<file path="src/rtl/lsu_pkg.sv">
// Shared definitions for the load/store unit: RV32I width codes and FSM states.
package lsu_pkg;

  localparam logic [2:0] F3_B  = 3'b000;
  localparam logic [2:0] F3_H  = 3'b001;
  localparam logic [2:0] F3_W  = 3'b010;
  localparam logic [2:0] F3_BU = 3'b100;
  localparam logic [2:0] F3_HU = 3'b101;

  typedef enum logic [1:0] {
    S_IDLE = 2'd0,
    S_WAIT = 2'd1,
    S_DONE = 2'd2
  } lsu_state_e;

endpackage

</file>
<file path="src/rtl/lsu_align.sv">
// Byte-lane steering: store mask/data placement, load extraction/extension,
// and detection of misaligned or illegal accesses.
module lsu_align
  import lsu_pkg::*;
(
  input  logic [1:0]  i_addr_lo,
  input  logic [2:0]  i_funct3,
  input  logic        i_we,
  input  logic [31:0] i_wdata,
  input  logic [31:0] i_rdata,
  output logic [3:0]  o_bmask,
  output logic [31:0] o_wdata,
  output logic [31:0] o_rdata,
  output logic        o_illegal
);

  logic [31:0] w_rshift;

  assign w_rshift = i_rdata >> {i_addr_lo, 3'b000};

  always_comb begin
    o_bmask   = '0;
    o_wdata   = '0;
    o_rdata   = '0;
    o_illegal = 1'b0;
    case (i_funct3)
      F3_B, F3_BU: begin
        o_bmask   = 4'b0001 << i_addr_lo;
        o_wdata   = {4{i_wdata[7:0]}};
        o_rdata   = {{24{w_rshift[7] & ~i_funct3[2]}}, w_rshift[7:0]};
        o_illegal = i_we & i_funct3[2];
      end
      F3_H, F3_HU: begin
        o_bmask   = 4'b0011 << i_addr_lo;
        o_wdata   = {2{i_wdata[15:0]}};
        o_rdata   = {{16{w_rshift[15] & ~i_funct3[2]}}, w_rshift[15:0]};
        o_illegal = i_addr_lo[0] | (i_we & i_funct3[2]);
      end
      F3_W: begin
        o_bmask   = 4'b1111;
        o_wdata   = i_wdata;
        o_rdata   = i_rdata;
        o_illegal = |i_addr_lo;
      end
      default: o_illegal = 1'b1;
    endcase
  end

endmodule

</file>
<file path="src/rtl/load_store_unit.sv">
// Multi-cycle load/store unit: one req/ack transaction per access on the
// data-memory port, with misalignment faulting and an ack timeout.
module load_store_unit
  import lsu_pkg::*;
#(
  parameter int unsigned TIMEOUT_CYCLES = 255
) (
  input  logic        i_clk,
  input  logic        i_reset,
  input  logic        i_req,
  input  logic        i_we,
  input  logic [2:0]  i_funct3,
  input  logic [31:0] i_addr,
  input  logic [31:0] i_wdata,
  output logic        o_stall,
  output logic        o_done,
  output logic        o_err,
  output logic [31:0] o_rdata,
  output logic        o_mem_req,
  output logic        o_mem_we,
  output logic [31:0] o_mem_addr,
  output logic [3:0]  o_mem_bmask,
  output logic [31:0] o_mem_wdata,
  input  logic        i_mem_ack,
  input  logic [31:0] i_mem_rdata
);

  localparam int unsigned CW = $clog2(TIMEOUT_CYCLES + 1);

  lsu_state_e  r_state, w_next;
  logic [CW-1:0] r_cnt;
  logic        r_mem_we;
  logic [31:0] r_mem_addr;
  logic [3:0]  r_mem_bmask;
  logic [31:0] r_mem_wdata;
  logic [1:0]  r_addr_lo;
  logic [2:0]  r_funct3;
  logic        r_err;
  logic [31:0] r_rdata;

  logic        w_in_wait;
  logic        w_timeout;
  logic [1:0]  w_sel_lo;
  logic [2:0]  w_sel_f3;
  logic        w_sel_we;
  logic [3:0]  w_bmask;
  logic [31:0] w_wdata;
  logic [31:0] w_rdata_ext;
  logic        w_illegal;

  assign w_in_wait = (r_state == S_WAIT);
  assign w_timeout = (r_cnt == CW'(TIMEOUT_CYCLES - 1));

  // One aligner serves both phases: request fields in IDLE, latched ones in WAIT.
  assign w_sel_lo = w_in_wait ? r_addr_lo : i_addr[1:0];
  assign w_sel_f3 = w_in_wait ? r_funct3  : i_funct3;
  assign w_sel_we = w_in_wait ? r_mem_we  : i_we;

  lsu_align u_align (
    .i_addr_lo (w_sel_lo),
    .i_funct3  (w_sel_f3),
    .i_we      (w_sel_we),
    .i_wdata   (i_wdata),
    .i_rdata   (i_mem_rdata),
    .o_bmask   (w_bmask),
    .o_wdata   (w_wdata),
    .o_rdata   (w_rdata_ext),
    .o_illegal (w_illegal)
  );

  always_comb begin
    w_next = r_state;
    case (r_state)
      S_IDLE: if (i_req) w_next = w_illegal ? S_DONE : S_WAIT;
      S_WAIT: if (i_mem_ack || w_timeout) w_next = S_DONE;
      S_DONE: w_next = S_IDLE;
      default: w_next = S_IDLE;
    endcase
  end

  always_ff @(posedge i_clk) begin
    if (i_reset) begin
      r_state     <= S_IDLE;
      r_cnt       <= '0;
      r_mem_we    <= 1'b0;
      r_mem_addr  <= '0;
      r_mem_bmask <= '0;
      r_mem_wdata <= '0;
      r_addr_lo   <= '0;
      r_funct3    <= '0;
      r_err       <= 1'b0;
      r_rdata     <= '0;
    end else begin
      r_state <= w_next;
      case (r_state)
        S_IDLE: begin
          if (i_req) begin
            r_cnt   <= '0;
            r_rdata <= '0;
            r_err   <= w_illegal;
            if (!w_illegal) begin
              r_mem_we    <= i_we;
              r_mem_addr  <= {i_addr[31:2], 2'b00};
              r_mem_bmask <= w_bmask;
              r_mem_wdata <= w_wdata;
              r_addr_lo   <= i_addr[1:0];
              r_funct3    <= i_funct3;
            end
          end
        end
        S_WAIT: begin
          if (i_mem_ack) begin
            r_rdata <= r_mem_we ? '0 : w_rdata_ext;
            r_err   <= 1'b0;
          end else if (w_timeout) begin
            r_err <= 1'b1;
          end else begin
            r_cnt <= r_cnt + CW'(1);
          end
        end
        default: ;
      endcase
    end
  end

  assign o_stall     = ~i_reset & (((r_state == S_IDLE) & i_req) | w_in_wait);
  assign o_done      = (r_state == S_DONE);
  assign o_err       = o_done & r_err;
  assign o_rdata     = o_done ? r_rdata : '0;
  assign o_mem_req   = w_in_wait;
  assign o_mem_we    = r_mem_we;
  assign o_mem_addr  = r_mem_addr;
  assign o_mem_bmask = r_mem_bmask;
  assign o_mem_wdata = r_mem_wdata;

endmodule

</file>
<file path="config.mk">
export PLATFORM = sky130hd
export DESIGN_NAME = load_store_unit
export DESIGN_NICKNAME = d
export VERILOG_FILES = /design/src/rtl/lsu_pkg.sv /design/src/rtl/lsu_align.sv /design/src/rtl/load_store_unit.sv
export SDC_FILE = /design/constraint.sdc
export NUM_CORES = 1
export LEC_CHECK = 0
export ABC_AREA = 1
export ABC_CLOCK_PERIOD_IN_PS = 2300
export CORE_MARGIN = 1.5
export CORE_UTILIZATION = 26
export CTS_BUF_LIST = sky130_fd_sc_hd__clkbuf_8
export CTS_CLUSTER_SIZE = 14
export DETAILED_ROUTE_END_ITERATION = 8
export PLACE_DENSITY = 0.57
export SLEW_MARGIN = 15
export SYNTH_ARGS = -nofsm -noshare
export SYNTH_HDL_FRONTEND = slang
export SYNTH_SLANG_ARGS = --single-unit
</file>
<file path="constraint.sdc">
create_clock -name i_clk -period 2.3 [get_ports i_clk]
set_clock_uncertainty 0.05 [all_clocks]
set_input_delay 0.46 -clock i_clk [delete_from_list [all_inputs] [get_ports i_clk]]
set_output_delay 0.46 -clock i_clk [all_outputs]
set_load 0.02 [all_outputs]
</file>
Word-level counts from Yosys, hierarchy flattened --
Index checks and enable logic that the tools add are counted.
Cells by class: shift-type cells 3, $add $sub $neg 1, bitwise operators 11, reductions and logical operators 12, mux-type cells 24, equality and inequality tests 13
Operator list (number):
- $pmux 32 s3 | 2
- $mux 32 | 4
- $pmux 32 s2 | 1
- $shr 32x5->16 | 1
- $mux 8 | 3
- $pmux 8 s2 | 1
- $pmux 4 s3 | 1
- $reduce_and 3->1 | 3
- $add 8x1->8 const B | 1
- $eq 8x8->1 const B | 1
- $mux 2 | 4
- $ne 2x2->1 const B | 4
- $and 1x1->1 | 6
- $eq 3x3->1 const B | 2
- $reduce_or 2->1 | 3
- $mux 1 | 4
- $pmux 2 s2 | 1
- $reduce_and 4->1 | 1
- $shl 1x2->4 const A | 1
- $shl 2x2->4 const A | 1
- $eq 3x1->1 const B | 1
- $eq 3x2->1 const B | 1
- $logic_not 3->1 | 1
- $mux 3 | 1
- 12 further kinds | 15
Word-level totals: input bits 104, bits in registers 115, word-level logic and storage cells 74, output and inout port bits 105

Depth between registers and ports, before layout --
Gate-level depths: netlist of run 1.
word-level depth 8, depth in mapped cells 14

Hierarchy --
A second synthesis of run 1 with hierarchy kept.
Second synthesis, totals: cell total of the unflattened synthesis 957, area, all modules 6189.7 um2
Modules (own cells, without submodules):
- load_store_unit | seq. area each 2302.2 um2, area each 4883.4 um2, times used 1, cells an instance 677
- lsu_align | seq. area each 0.0 um2, area each 1306.3 um2, times used 1, cells an instance 280

Worst setup path after synthesis of run 1 --
Ideal clock, no wire load.
path kind register to output, start register r_state[1], end output port o_rdata[10], slack 0.312 ns, arrival time 1.478 ns, cell stages (with the launch flop) 6, cells stage by stage dfxtp_1 -> inv_1 -> nor2_1 -> inv_1 -> buf_1 -> nor2_1
On the way: word-level cells in the longest chain between the ends 2
Ends and longest elaborated chain:
- start, declared | RTL line load_store_unit.sv:30 | lsu_state_e r_state, w_next;
- start signal, assigned | RTL line load_store_unit.sv:94 | r_state <= w_next;
- $eq 2x2->1 | RTL line load_store_unit.sv:127 | assign o_done = (r_state == S_DONE);
- net o_done | RTL line load_store_unit.sv:16 | output logic o_done,
- $mux 32 | RTL line load_store_unit.sv:129 | assign o_rdata = o_done ? r_rdata : '0;
- end, declared | RTL line load_store_unit.sv:18 | output logic [31:0] o_rdata,
The timed path passes the listed nets, and every way through them passes these cells.

Worst setup path after layout of run 1 --
start register r_state[0], end output port o_stall
On the way: word-level cells in the longest chain between the ends 4
Ends and longest elaborated chain:
- $logic_not 2->1 | RTL line load_store_unit.sv:126 | assign o_stall = ~i_reset & (((r_state == S_IDLE) & i_req) | w_in_wait);
- $and 1x1->1 | RTL line load_store_unit.sv:126
- $or 1x1->1 (*) | RTL line load_store_unit.sv:126
- $and 1x1->1 (*) | RTL line load_store_unit.sv:126
- end, declared | RTL line load_store_unit.sv:15 | output logic o_stall,
Every way passes the cells marked *; elsewhere a longest branch is shown, timed or not.

==> flow_metrics.py, run 1 <==
metrics = {
    "outcome": {
        "outcome": "complete, but fails checks",
        "violations_in_the_final_reports": "DRC",
    },
    "power_and_ir_drop": {
        "sw_frac_of_total": 0.296,
        "netSwitchingPower_w": 0.00183,
        "power.leakage_nw": 3.61,
        "power.ir.vdd_worst_uv": 251,
        "intPower_w": 0.00435,
        "p_comb_frac": 0.254,
        "pwr-share-clk": 0.392,
        "share_seq_of_total_power": 0.355,
        "p_per_area_nw_per_um2": 697,
    },
    "clock_network": {
        "tritoncts": "yes",
        "htree_num_levels": 4,
        "cts.sink_count": 115,
        "tritoncts_buffers": 17,
        "clk_pin_slew_ns": 0.07,
        "clock_tree.buffer_depth": 2,
        "cts_root_buffer": "clkbuf_8",
        "clkLatencyLatePin_ns": 0.45,
        "post_cts.repair.setup_buffers": 0,
    },
    "timing": {
        "final-hold-violation-count": 0,
        "final_max_slew_viol_count": 0,
        "hold_ws_ns": 0.414,
        "fmax_mhz": 454,
        "rsz0062_at_grt": "yes",
        "timing.final.crit_share": 0.957,
        "timing.final.setup_violations": 0,
        "final_critical_path_time_including_i_o_delays_and_setup_ns": 2.20,
    },
    "yosys": {
        "post_synthesis_xor_xnor_area_fraction": 0.00448,
        "postSynthRegisterBits": 115,
        "syn_area_per_cell_um2": 6.32,
        "synthDistinctLibCells": 30,
        "syn-instance-count": 927,
        "synth_seq_area_share": 0.393,
        "edff_count_synth": 0,
        "adder_cell_share_of_the_synthesized_area": 0.00427,
        "synth.mux.area_fraction": 0,
        "synth_compound_gate_area_share": 0.126,
        "synth.cell_area_um2": 5860,
        "dominantRegCellSynth": "dfxtp_1",
        "post_synthesis_share_of_cell_area_spent_on_and_or_nand_and_nor_gates": 0.371,
        "yosys_warnings": 0,
        "fraction_of_synthesis_flops_using_an_asynchronous_set_or_reset_pin": 0,
        "main_combinational_cell_family_by_area_after_synthesis": "simple AND/OR/NAND/NOR gates",
    },
    "final_layout": {
        "stdcell_area_um2": 8870,
        "fin_util": 0.404,
        "final-instance-count-excl-fill": 1439,
        "filler_cell_count": 2337,
        "synthToLayoutAreaGrowth_pct": 51.4,
        "multi_input_area_um2": 2990,
        "final_cell_mix": "265 x nand2_1, 169 x clkdlybuf4s50_1, 163 x nor2_1",
        "layout-drive-gt1-share": 0.115,
        "nNetsFinal": 1251,
        "layout.cells.most_common": "nand2_1",
        "area_used_by_sequential_logic_in_the_layout_um2": 2300,
    },
    "global_routing": {
        "grt_remaining_overflow": 0,
        "antenna_found_initial": 1,
        "first_pass_grt_wire_length_mm": 32.9,
        "grt_pass1_vias": 6067,
        "grt_max_degree": 52,
        "global_route.usage.total": 0.179,
    },
    "detailed_routing": {
        "routed_wire_length_per_instance_um": 14.3,
        "detail-route-antenna-nets": 0,
        "drt_wl_total_mm": 20.6,
        "vias": 6439,
        "drt_first_iter_violations": 380,
        "drt_drc_violations_left": 7,
        "drt-vias-per-instance": 4.47,
        "drt_first_pass_iters": 7,
    },
    "floorplanning": {
        "fp.dieW_um": 153,
        "rows": 54,
        "initial_core_util": 0.267,
        "placeableCoreArea_um2": 22000,
        "io_pins": 209,
        "die_height_um": 153,
        "dieArea_um2": 23500,
    },
    "placement": {
        "gp_congestion": 0.891,
        "detailed_place.area_um2": 8440,
        "portbufs": 206,
        "numPlacedInstances": 1406,
        "dp_hpwl_mm": 15.4,
    },
    "hold_path": {
        "class_of_the_tightest_hold_or_removal_check": "flip-flop to flip-flop",
    },
    "setup_path": {
        "critPathRequiredTime_ns": 1.79,
        "critPathLaunchType": "flip-flop",
        "worstPathArrival_ns": 1.69,
        "reg2reg_setup_slack_ns": 0.19,
        "crit_type": "flip-flop to output port",
        "critical_path.max_fanout": 5,
        "setup.worst_path.end_class": "output port",
    },
    "run": {
        "cap_viol_max_count": 0,
    },
}
==> worst max-delay path: stages (launching register included) <==
cell and delay [ns]:
dfxtp_1 0.33, buf_4 0.17, nor2_2 0.18, nand2_1 0.09, a21oi_1 0.16, clkdlybuf4s15_1 0.32
==> kinds of logic (layout without fill, tap and decap cells) <==
logic type / Yosys count / after routing
AO/OA/AOI/OAI: 143 / 143
buffers and inverters: 128 / 358
XOR/XNOR: 3 / 3
AND/OR/NAND/NOR: 535 / 535
adder cells (fa/ha/maj): 2 / 2
flip-flops: 115 / 115
other: 1 / 3
==> cell usage after synthesis (2+ instances only) <==
library cell	number	area [um^2]
nand3b_1	2	15.0
o21a_1	3	22.5
o21ai_0	25	125
buf_4	6	45.0
clkbuf_1	23	86.3
a21oi_1	56	280
o21ai_1	54	270
nand2_1	265	995
nor2_1	167	627
buf_1	4	15.0
dfxtp_1	115	2300
nand2_2	5	31.3
buf_2	16	80.1
nand4_1	3	18.8
ha_1	2	25.0
inv_1	68	255
nand3_1	88	440
o211ai_1	3	22.5
xor2_1	3	26.3
buf_6	9	101
==> per-stage QoR <==
stage	setup slack (ns)	total power (W)	setup TNS (ns)
5_1_grt	-0.0117	0.00652	-0.0290
3_3_place_gp	0.0231	0.00380	0
4_1_cts	0.00246	0.00626	0
6_report	0.0983	0.00618	0
3_5_place_dp	-0.00699	0.00381	-0.0102
2_1_floorplan	0.312	0.00308	0
==> per-layer routing <==
metal / vias up / part of all wire / global-route usage / routed length [um]
met1: 2893 / 0.48 / 0.242 / 9940
met5: - / 0 / 0 / 0
met3: 34 / 0.039 / 0.0292 / 806
met4: 0 / 0.026 / 0.0826 / 533
li1: 3365 / - / - / -
met2: 147 / 0.45 / 0.279 / 9320
==> what timing repair did <==
item | in CTS | in global routing
setup endpoints to repair | 36 | 101
hold buffers | 0 | 0
resized for setup | 77 | 36
==> sequential cells by signal, indices dropped and copies added (netlist names) <==
name / flops
o_mem_wdata: 32
r_funct3: 3
o_mem_bmask: 4
r_addr_lo: 2
r_state: 2
r_cnt: 8
r_err: 1
r_rdata: 32
o_mem_addr: 30
o_mem_we: 1
==> power by group through the flow <==
stage	Clock [W]	Combinational, W	Sequential (W)
final	0.00242	0.00157	0.00219
after global routing	0.00258	0.00173	0.00221
after CTS	0.00250	0.00157	0.00219
after detailed placement	0	0.00157	0.00224
after global placement	0	0.00157	0.00223
after floorplan	0	0.000710	0.00237
==> final timing paths <==
path	startpoint	end	cells after the start
max reg2reg	r_state[1]$_SDFFE_PP0P_	o_mem_wdata[17]$_SDFFE_PP0P_	14
min reg2reg	r_rdata[12]$_SDFFE_PP0P_	r_rdata[12]$_SDFFE_PP0P_	2
max	r_state[0]$_SDFFE_PP0P_	o_stall	5
min	r_rdata[12]$_SDFFE_PP0P_	r_rdata[12]$_SDFFE_PP0P_	2
==> area by class of cell <==
type / count / share of cell area
inverters: 70 / 0.0298
clock inverters: 11 / 0.0248
diodes: 1 / 0.000282
multi-input cells: 685 / 0.337
flip-flops and latches: 115 / 0.259
clock buffers: 21 / 0.0326
repair buffers: 256 / 0.277
well taps: 280 / 0.0395
No activity file was read; power rests on OpenSTA's default activity.
==> inputs of run 2 (changes only) <==
CORE_MARGIN = unset   (was 1.5)
==> run 2 against run 1 <==
Net effect: the run still ends with DRC left; utilization fell by 0.47 points; global-route usage rose by 0.22 points; via count rose by 0.50%; sequential power barely moved; non-clock buffer count fell by 4; power fell by 7.9%; sequential share of layout area rose by 0.31 points; clock-buffer cell count fell by 1; register-to-register slack barely moved; critical endpoint is now o_err; worst hold slack got worse by 0.0018 ns; final area fell by 1.2%; sequential cell count did not move.
==> flow_metrics.py, run 2 (same netlist as run 1, synthesis figures left out) <==
metrics = {
    "placement": {
        "numPlacedInstances": 1402,
        "gp_congestion": 0.859,
        "portbufs": 206,
        "place_ws_ns": -0.0433,
        "dp_hpwl_mm": 15.3,
    },
    "global_routing": {
        "grt_remaining_overflow": 0,
        "grt_max_degree": 50,
        "grt_pass1_vias": 6010,
        "global_route.usage.total": 0.181,
        "first_pass_grt_wire_length_mm": 32.7,
        "antenna_found_initial": 1,
    },
    "floorplanning": {
        "io_pins": 209,
        "initial_core_util": 0.267,
        "dieArea_um2": 23100,
        "fp.dieW_um": 152,
        "placeableCoreArea_um2": 22000,
        "die_height_um": 152,
        "rows": 54,
    },
    "setup_path": {
        "cp.buffers_inverters": 3,
        "crit_type": "flip-flop to output port",
        "critical-path-top-delay-family": "buffers and inverters",
        "worst_r2r_startpoint": "r_state[0]$_SDFFE_PP0P_",
        "timing.critical_path.cells": "inv_1, nor2_2, inv_2, nor2_1, dlygate4sd2_1",
        "reg2regPathDepth": 13,
        "worstPathArrival_ns": 1.65,
        "worst_setup_path_startpoint": "r_state[1]$_SDFFE_PP0P_",
        "cpPeakStageDelay_ns": 0.36,
        "reg2reg_setup_slack_ns": 0.20,
        "crit-reg2reg-capture": "o_mem_wdata[17]$_SDFFE_PP0P_",
        "critPathLaunchType": "flip-flop",
        "critPathRequiredTime_ns": 1.79,
        "setup.worst_path.end_class": "output port",
        "critical_path.max_fanout": 7,
        "critical-path-slowest-cell": "dlygate4sd2_1",
    },
    "power_and_ir_drop": {
        "p_comb_frac": 0.272,
        "sw_frac_of_total": 0.323,
        "intPower_w": 0.00386,
        "power.ir.vdd_worst_uv": 254,
        "netSwitchingPower_w": 0.00184,
        "p_per_area_nw_per_um2": 649,
        "power.leakage_nw": 3.53,
        "share_seq_of_total_power": 0.385,
        "finalPower_w": 0.00569,
        "pwr-share-clk": 0.342,
    },
    "clock_network": {
        "clkLatencyLatePin_ns": 0.44,
        "cts.sink_count": 115,
        "tritoncts": "yes",
        "clk_pin_slew_ns": 0.07,
        "ctsHoldBuffers": 0,
        "tritoncts_buffers": 17,
        "post_cts.repair.setup_buffers": 0,
        "htree_num_levels": 4,
        "clock_tree.buffer_depth": 2,
        "cts_resized": 91,
        "cts_root_buffer": "clkbuf_8",
    },
    "hold_path": {
        "worstHoldPathCells": 2,
        "worst_hold_startpoint": "r_rdata[4]$_SDFFE_PP0P_",
        "worst_hold_path.endpoint": "r_rdata[4]$_SDFFE_PP0P_",
        "class_of_the_tightest_hold_or_removal_check": "flip-flop to flip-flop",
    },
    "detailed_routing": {
        "wire_length_on_met2_mm": 9.27,
        "routed.top_layer": "met5",
        "drt_drc_violations_left": 8,
        "detail-route-antenna-nets": 0,
        "met3RoutedLength_mm": 1.21,
        "vias": 6471,
        "routed_wire_length_per_instance_um": 14.5,
        "drt-vias-per-instance": 4.51,
        "drt_wl_total_mm": 20.8,
        "drt-met1-wl_mm": 9.85,
        "drt_first_pass_iters": 9,
        "drt_first_iter_violations": 470,
    },
    "timing": {
        "final_max_slew_viol_count": 0,
        "timing.final.crit_share": 0.937,
        "final_critical_path_time_including_i_o_delays_and_setup_ns": 2.16,
        "hold_ws_ns": 0.412,
        "maxSlewHeadroom": 0.650,
        "setup_ws_ns": 0.144,
        "timing.final.setup_violations": 0,
        "fmax_mhz": 464,
        "final-hold-violation-count": 0,
        "timing_worst_slew_pin_value_ns": 0.525,
        "rsz0062_at_grt": "yes",
    },
    "outcome": {
        "violations_in_the_final_reports": "DRC",
        "outcome": "complete, but fails checks",
    },
    "final_layout": {
        "final-instance-count-excl-fill": 1434,
        "antenna_cells": 0,
        "layout-drive-gt1-share": 0.106,
        "layout.cells.most_common": "nand2_1",
        "nNetsFinal": 1247,
        "synthToLayoutAreaGrowth_pct": 49.6,
        "final_cell_mix": "265 x nand2_1, 169 x clkdlybuf4s50_1, 165 x nor2_1",
        "filler_cell_count": 2305,
    },
    "run": {
        "cap_viol_max_count": 0,
    },
}
## run 2: cell count changes in the layout (fill, tap and decap cells not counted), sizes merged, moves of 2 or more
cell / previous run / this run
clkbuf: 43 / 21
dlygate4sd2: 0 / 6
bufinv: 6 / 2
clkdlybuf4s15: 12 / 21
buf: 52 / 54
clkinvlp: 0 / 4
## run 2: cell type report
cell class | instances | area [um^2] | area share
clock buffers | 20 | 275 | 0.0314
flip-flops and latches | 115 | 2300 | 0.263
multi-input cells | 685 | 2980 | 0.339
clock inverters | 12 | 130 | 0.0148
well taps | 280 | 350 | 0.0399
inverters | 70 | 264 | 0.0301
repair buffers | 252 | 2470 | 0.282
## run 2: per-stage QoR
step	TNS, ns	utilization	area [um^2]
finish	0	0.399	8770
global route	-0.0316	0.399	8770
CTS	-0.00309	0.401	8810
detailed placement	-1.09	0.382	8380
global placement	0	0.382	8380
floorplan	0	-	5870
## run 2: how the worst max path moves through the flow
stage                     slack (ns)  depth (start not counted)                      endpoint
after floorplan                 0.31                          5                   o_rdata[10]
after global placement          0.03                         12   o_mem_addr[14]$_SDFFE_PP0P_
after detailed placement       -0.04                         12   o_mem_addr[12]$_SDFFE_PP0P_
after CTS                     -0.003                          6                    o_rdata[0]
after global routing           -0.01                         13  o_mem_wdata[24]$_SDFFE_PP0P_
final                           0.14                          5                         o_err
## run 2: tightest hold or removal path, delay by kind of cell (launching register included)
kind / cells / cell delay, ns
flops: 1 / 0.31
simple gates: 1 / 0.06
compound gates: 1 / 0.05
## run 2: per-layer routing
metal,vias to the layer above,track usage
met4,2,0.0603
met3,27,0.0484
li1,3344,-
met2,171,0.282
met1,2927,0.241
met5,-,0
## run 2: power by group through the flow
stage / combinational [W] / sequential (W) / clock (W)
2_1_floorplan: 0.000710 / 0.00237 / 0
3_3_place_gp: 0.00155 / 0.00223 / 0
3_5_place_dp: 0.00156 / 0.00224 / 0
4_1_cts: 0.00156 / 0.00219 / 0.00200
5_1_grt: 0.00170 / 0.00221 / 0.00209
6_report: 0.00155 / 0.00219 / 0.00195
==> inputs of run 3 (changes only) <==
ABC_CLOCK_PERIOD_IN_PS = 2530   (was 2300)
CTS_CLUSTER_DIAMETER = 80   (was unset)
TNS_END_PERCENT = 20   (was unset)
clock period = 2.53 ns   (was 2.3 ns; I/O delays follow)
==> run 3 against run 2 <==
Net effect: the run still ends with DRC left; first-iteration DRC count is 3.2% higher; wire length is 1.6% lower; combinational power is 12% lower; final area is 2.0% lower; critical path type unchanged; largest power group unchanged.
==> flow_metrics.py, run 3 (same netlist as run 1, synthesis figures left out) <==
metrics = {
    "power_and_ir_drop": {
        "power.ir.vdd_worst_uv": 302,
        "share_seq_of_total_power": 0.385,
        "finalPower_w": 0.00519,
        "p_comb_frac": 0.264,
        "pwr-share-clk": 0.350,
        "intPower_w": 0.00351,
        "netSwitchingPower_w": 0.00168,
        "sw_frac_of_total": 0.323,
        "p_per_area_nw_per_um2": 603,
        "power.leakage_nw": 3.50,
    },
    "final_layout": {
        "area_used_by_sequential_logic_in_the_layout_um2": 2300,
        "layout.cells.most_common": "nand2_1",
        "antenna_cells": 0,
        "synthToLayoutAreaGrowth_pct": 46.6,
        "nNetsFinal": 1234,
        "filler_cell_count": 2351,
        "multi_input_area_um2": 2980,
        "layout-drive-gt1-share": 0.0929,
        "final_cell_mix": "265 x nand2_1, 170 x clkdlybuf4s50_1, 164 x nor2_1",
    },
    "timing": {
        "fmax_mhz": 418,
        "setup_ws_ns": 0.140,
        "final_max_slew_viol_count": 0,
        "tns_ns": 0,
        "final-hold-violation-count": 0,
        "rsz0062_at_grt": "no",
        "timing.final.crit_share": 0.945,
        "maxSlewHeadroom": 0.596,
        "hold_ws_ns": 0.415,
        "timing.final.setup_violations": 0,
        "timing_worst_slew_pin_value_ns": 0.606,
        "final_critical_path_time_including_i_o_delays_and_setup_ns": 2.39,
    },
    "setup_path": {
        "critical-path-slowest-cell": "dfxtp_2",
        "setup.worst_path.end_class": "output port",
        "critical-path-top-delay-family": "buffers and inverters",
        "critPathLaunchType": "flip-flop",
        "reg2regPathDepth": 11,
        "timing.critical_path.cells": "inv_1, nor2_2, inv_1, buf_12, nor2_1, dlygate4sd2_1",
        "crit-reg2reg-capture": "r_rdata[28]$_SDFFE_PP0P_",
        "critical_path.max_fanout": 28,
        "cp.buffers_inverters": 4,
        "cpMostUsedCell": "inv_1",
        "worst_r2r_startpoint": "r_state[1]$_SDFFE_PP0P_",
        "reg2reg_setup_slack_ns": 0.40,
        "critPathRequiredTime_ns": 1.97,
        "worst_setup_path_startpoint": "r_state[1]$_SDFFE_PP0P_",
        "crit_type": "flip-flop to output port",
        "worstPathArrival_ns": 1.83,
        "cpPeakStageDelay_ns": 0.37,
    },
    "global_routing": {
        "antenna_found_initial": 0,
        "grt_max_degree": 60,
        "global_route.usage.total": 0.179,
        "first_pass_grt_wire_length_mm": 32.5,
        "grt_remaining_overflow": 0,
        "grt_pass1_vias": 5924,
    },
    "floorplanning": {
        "io_pins": 209,
        "placeableCoreArea_um2": 22000,
        "initial_core_util": 0.267,
        "fp.dieW_um": 152,
        "rows": 54,
        "dieArea_um2": 23100,
        "die_height_um": 152,
    },
    "placement": {
        "dp_hpwl_mm": 15.0,
        "place_ws_ns": 0.0976,
        "portbufs": 206,
        "gp_congestion": 0.854,
    },
    "hold_path": {
        "worst_hold_path.endpoint": "r_rdata[3]$_SDFFE_PP0P_",
        "worst_hold_startpoint": "r_rdata[3]$_SDFFE_PP0P_",
        "class_of_the_tightest_hold_or_removal_check": "flip-flop to flip-flop",
        "worstHoldPathCells": 2,
    },
    "clock_network": {
        "cts_root_buffer": "clkbuf_8",
        "tritoncts_buffers": 17,
        "ctsHoldBuffers": 0,
        "clock_tree.buffer_depth": 2,
        "post_cts.repair.setup_buffers": 0,
        "clk_pin_slew_ns": 0.07,
        "clkLatencyLatePin_ns": 0.43,
        "tritoncts": "yes",
        "htree_num_levels": 4,
        "cts.sink_count": 115,
    },
    "detailed_routing": {
        "drt-vias-per-instance": 4.47,
        "vias": 6351,
        "routed_wire_length_per_instance_um": 14.4,
        "wire_length_on_met2_mm": 9.10,
        "routed.top_layer": "met4",
        "drt_first_iter_violations": 485,
        "drt-met1-wl_mm": 9.83,
        "met3RoutedLength_um": 985,
        "detail-route-antenna-nets": 0,
        "drt_drc_violations_left": 8,
        "drt_wl_total_mm": 20.4,
        "drt_first_pass_iters": 9,
    },
    "outcome": {
        "outcome": "complete, but fails checks",
        "violations_in_the_final_reports": "DRC",
    },
    "run": {
        "cap_viol_max_count": 0,
    },
}
-- run 3: changes by cell type in the layout (fill, tap and decap cells not counted), moves of 7 or more --
cell / previous run / this run
clkdlybuf4s15_2: 21 / 3
clkbuf_2: 1 / 21
buf_4: 39 / 27
buf_2: 8 / 1
-- run 3: worst max-delay path by stage --
stage,endpoint,slack [ns],cells after the start
final,o_rdata[14],0.14,6
after global routing,o_rdata[18],0.01,6
after floorplan,o_rdata[10],0.50,5
after CTS,o_stall,-0.05,4
after detailed placement,r_rdata[4]$_SDFFE_PP0P_,0.1,12
after global placement,r_rdata[17]$_SDFFE_PP0P_,0.07,11
-- run 3: layout make-up --
type	count	area share
clock buffer	17	0.0272
clock inverter	15	0.0211
inverter	70	0.0307
multi-input combinational	685	0.347
sequential	115	0.268
tap	280	0.0408
timing repair buffer	239	0.265
-- run 3: through the flow --
step | instances | instance area, um^2 | util
after global placement | 1389 | 8270 | 0.377
after global routing | 1421 | 8590 | 0.391
after detailed placement | 1389 | 8270 | 0.377
after floorplan | 928 | 5870 | -
final | 1421 | 8590 | 0.391
after CTS | 1421 | 8670 | 0.395
-- run 3: layer usage --
layer  vias up  global-route usage
met3        28              0.0290
met4         0              0.0739
li1       3332                   -
met5         -                   0
met2       150               0.282
met1      2841               0.244
-- run 3: power by group through the flow --
stage / clock [W] / sequential (W) / combinational (W)
floorplan: 0 / 0.00215 / 0.000646
global placement: 0 / 0.00203 / 0.00137
detailed placement: 0 / 0.00204 / 0.00137
CTS: 0.00188 / 0.00200 / 0.00138
global route: 0.00197 / 0.00201 / 0.00151
finish: 0.00182 / 0.00200 / 0.00137
-- run 3: worst min-delay path: stages (launching register included) --
cell	delay, ns
dfxtp_1	0.31
nand2_1	0.06
a21oi_1	0.05
-- run 3: timing repair --
action / in CTS / in global routing
setup endpoints to repair: 34 / 34
gates resized for setup: 51 / 40
cloned: 0 / 0
pin swaps: 0 / 0
endpoints found under the hold margin: 0 / 0
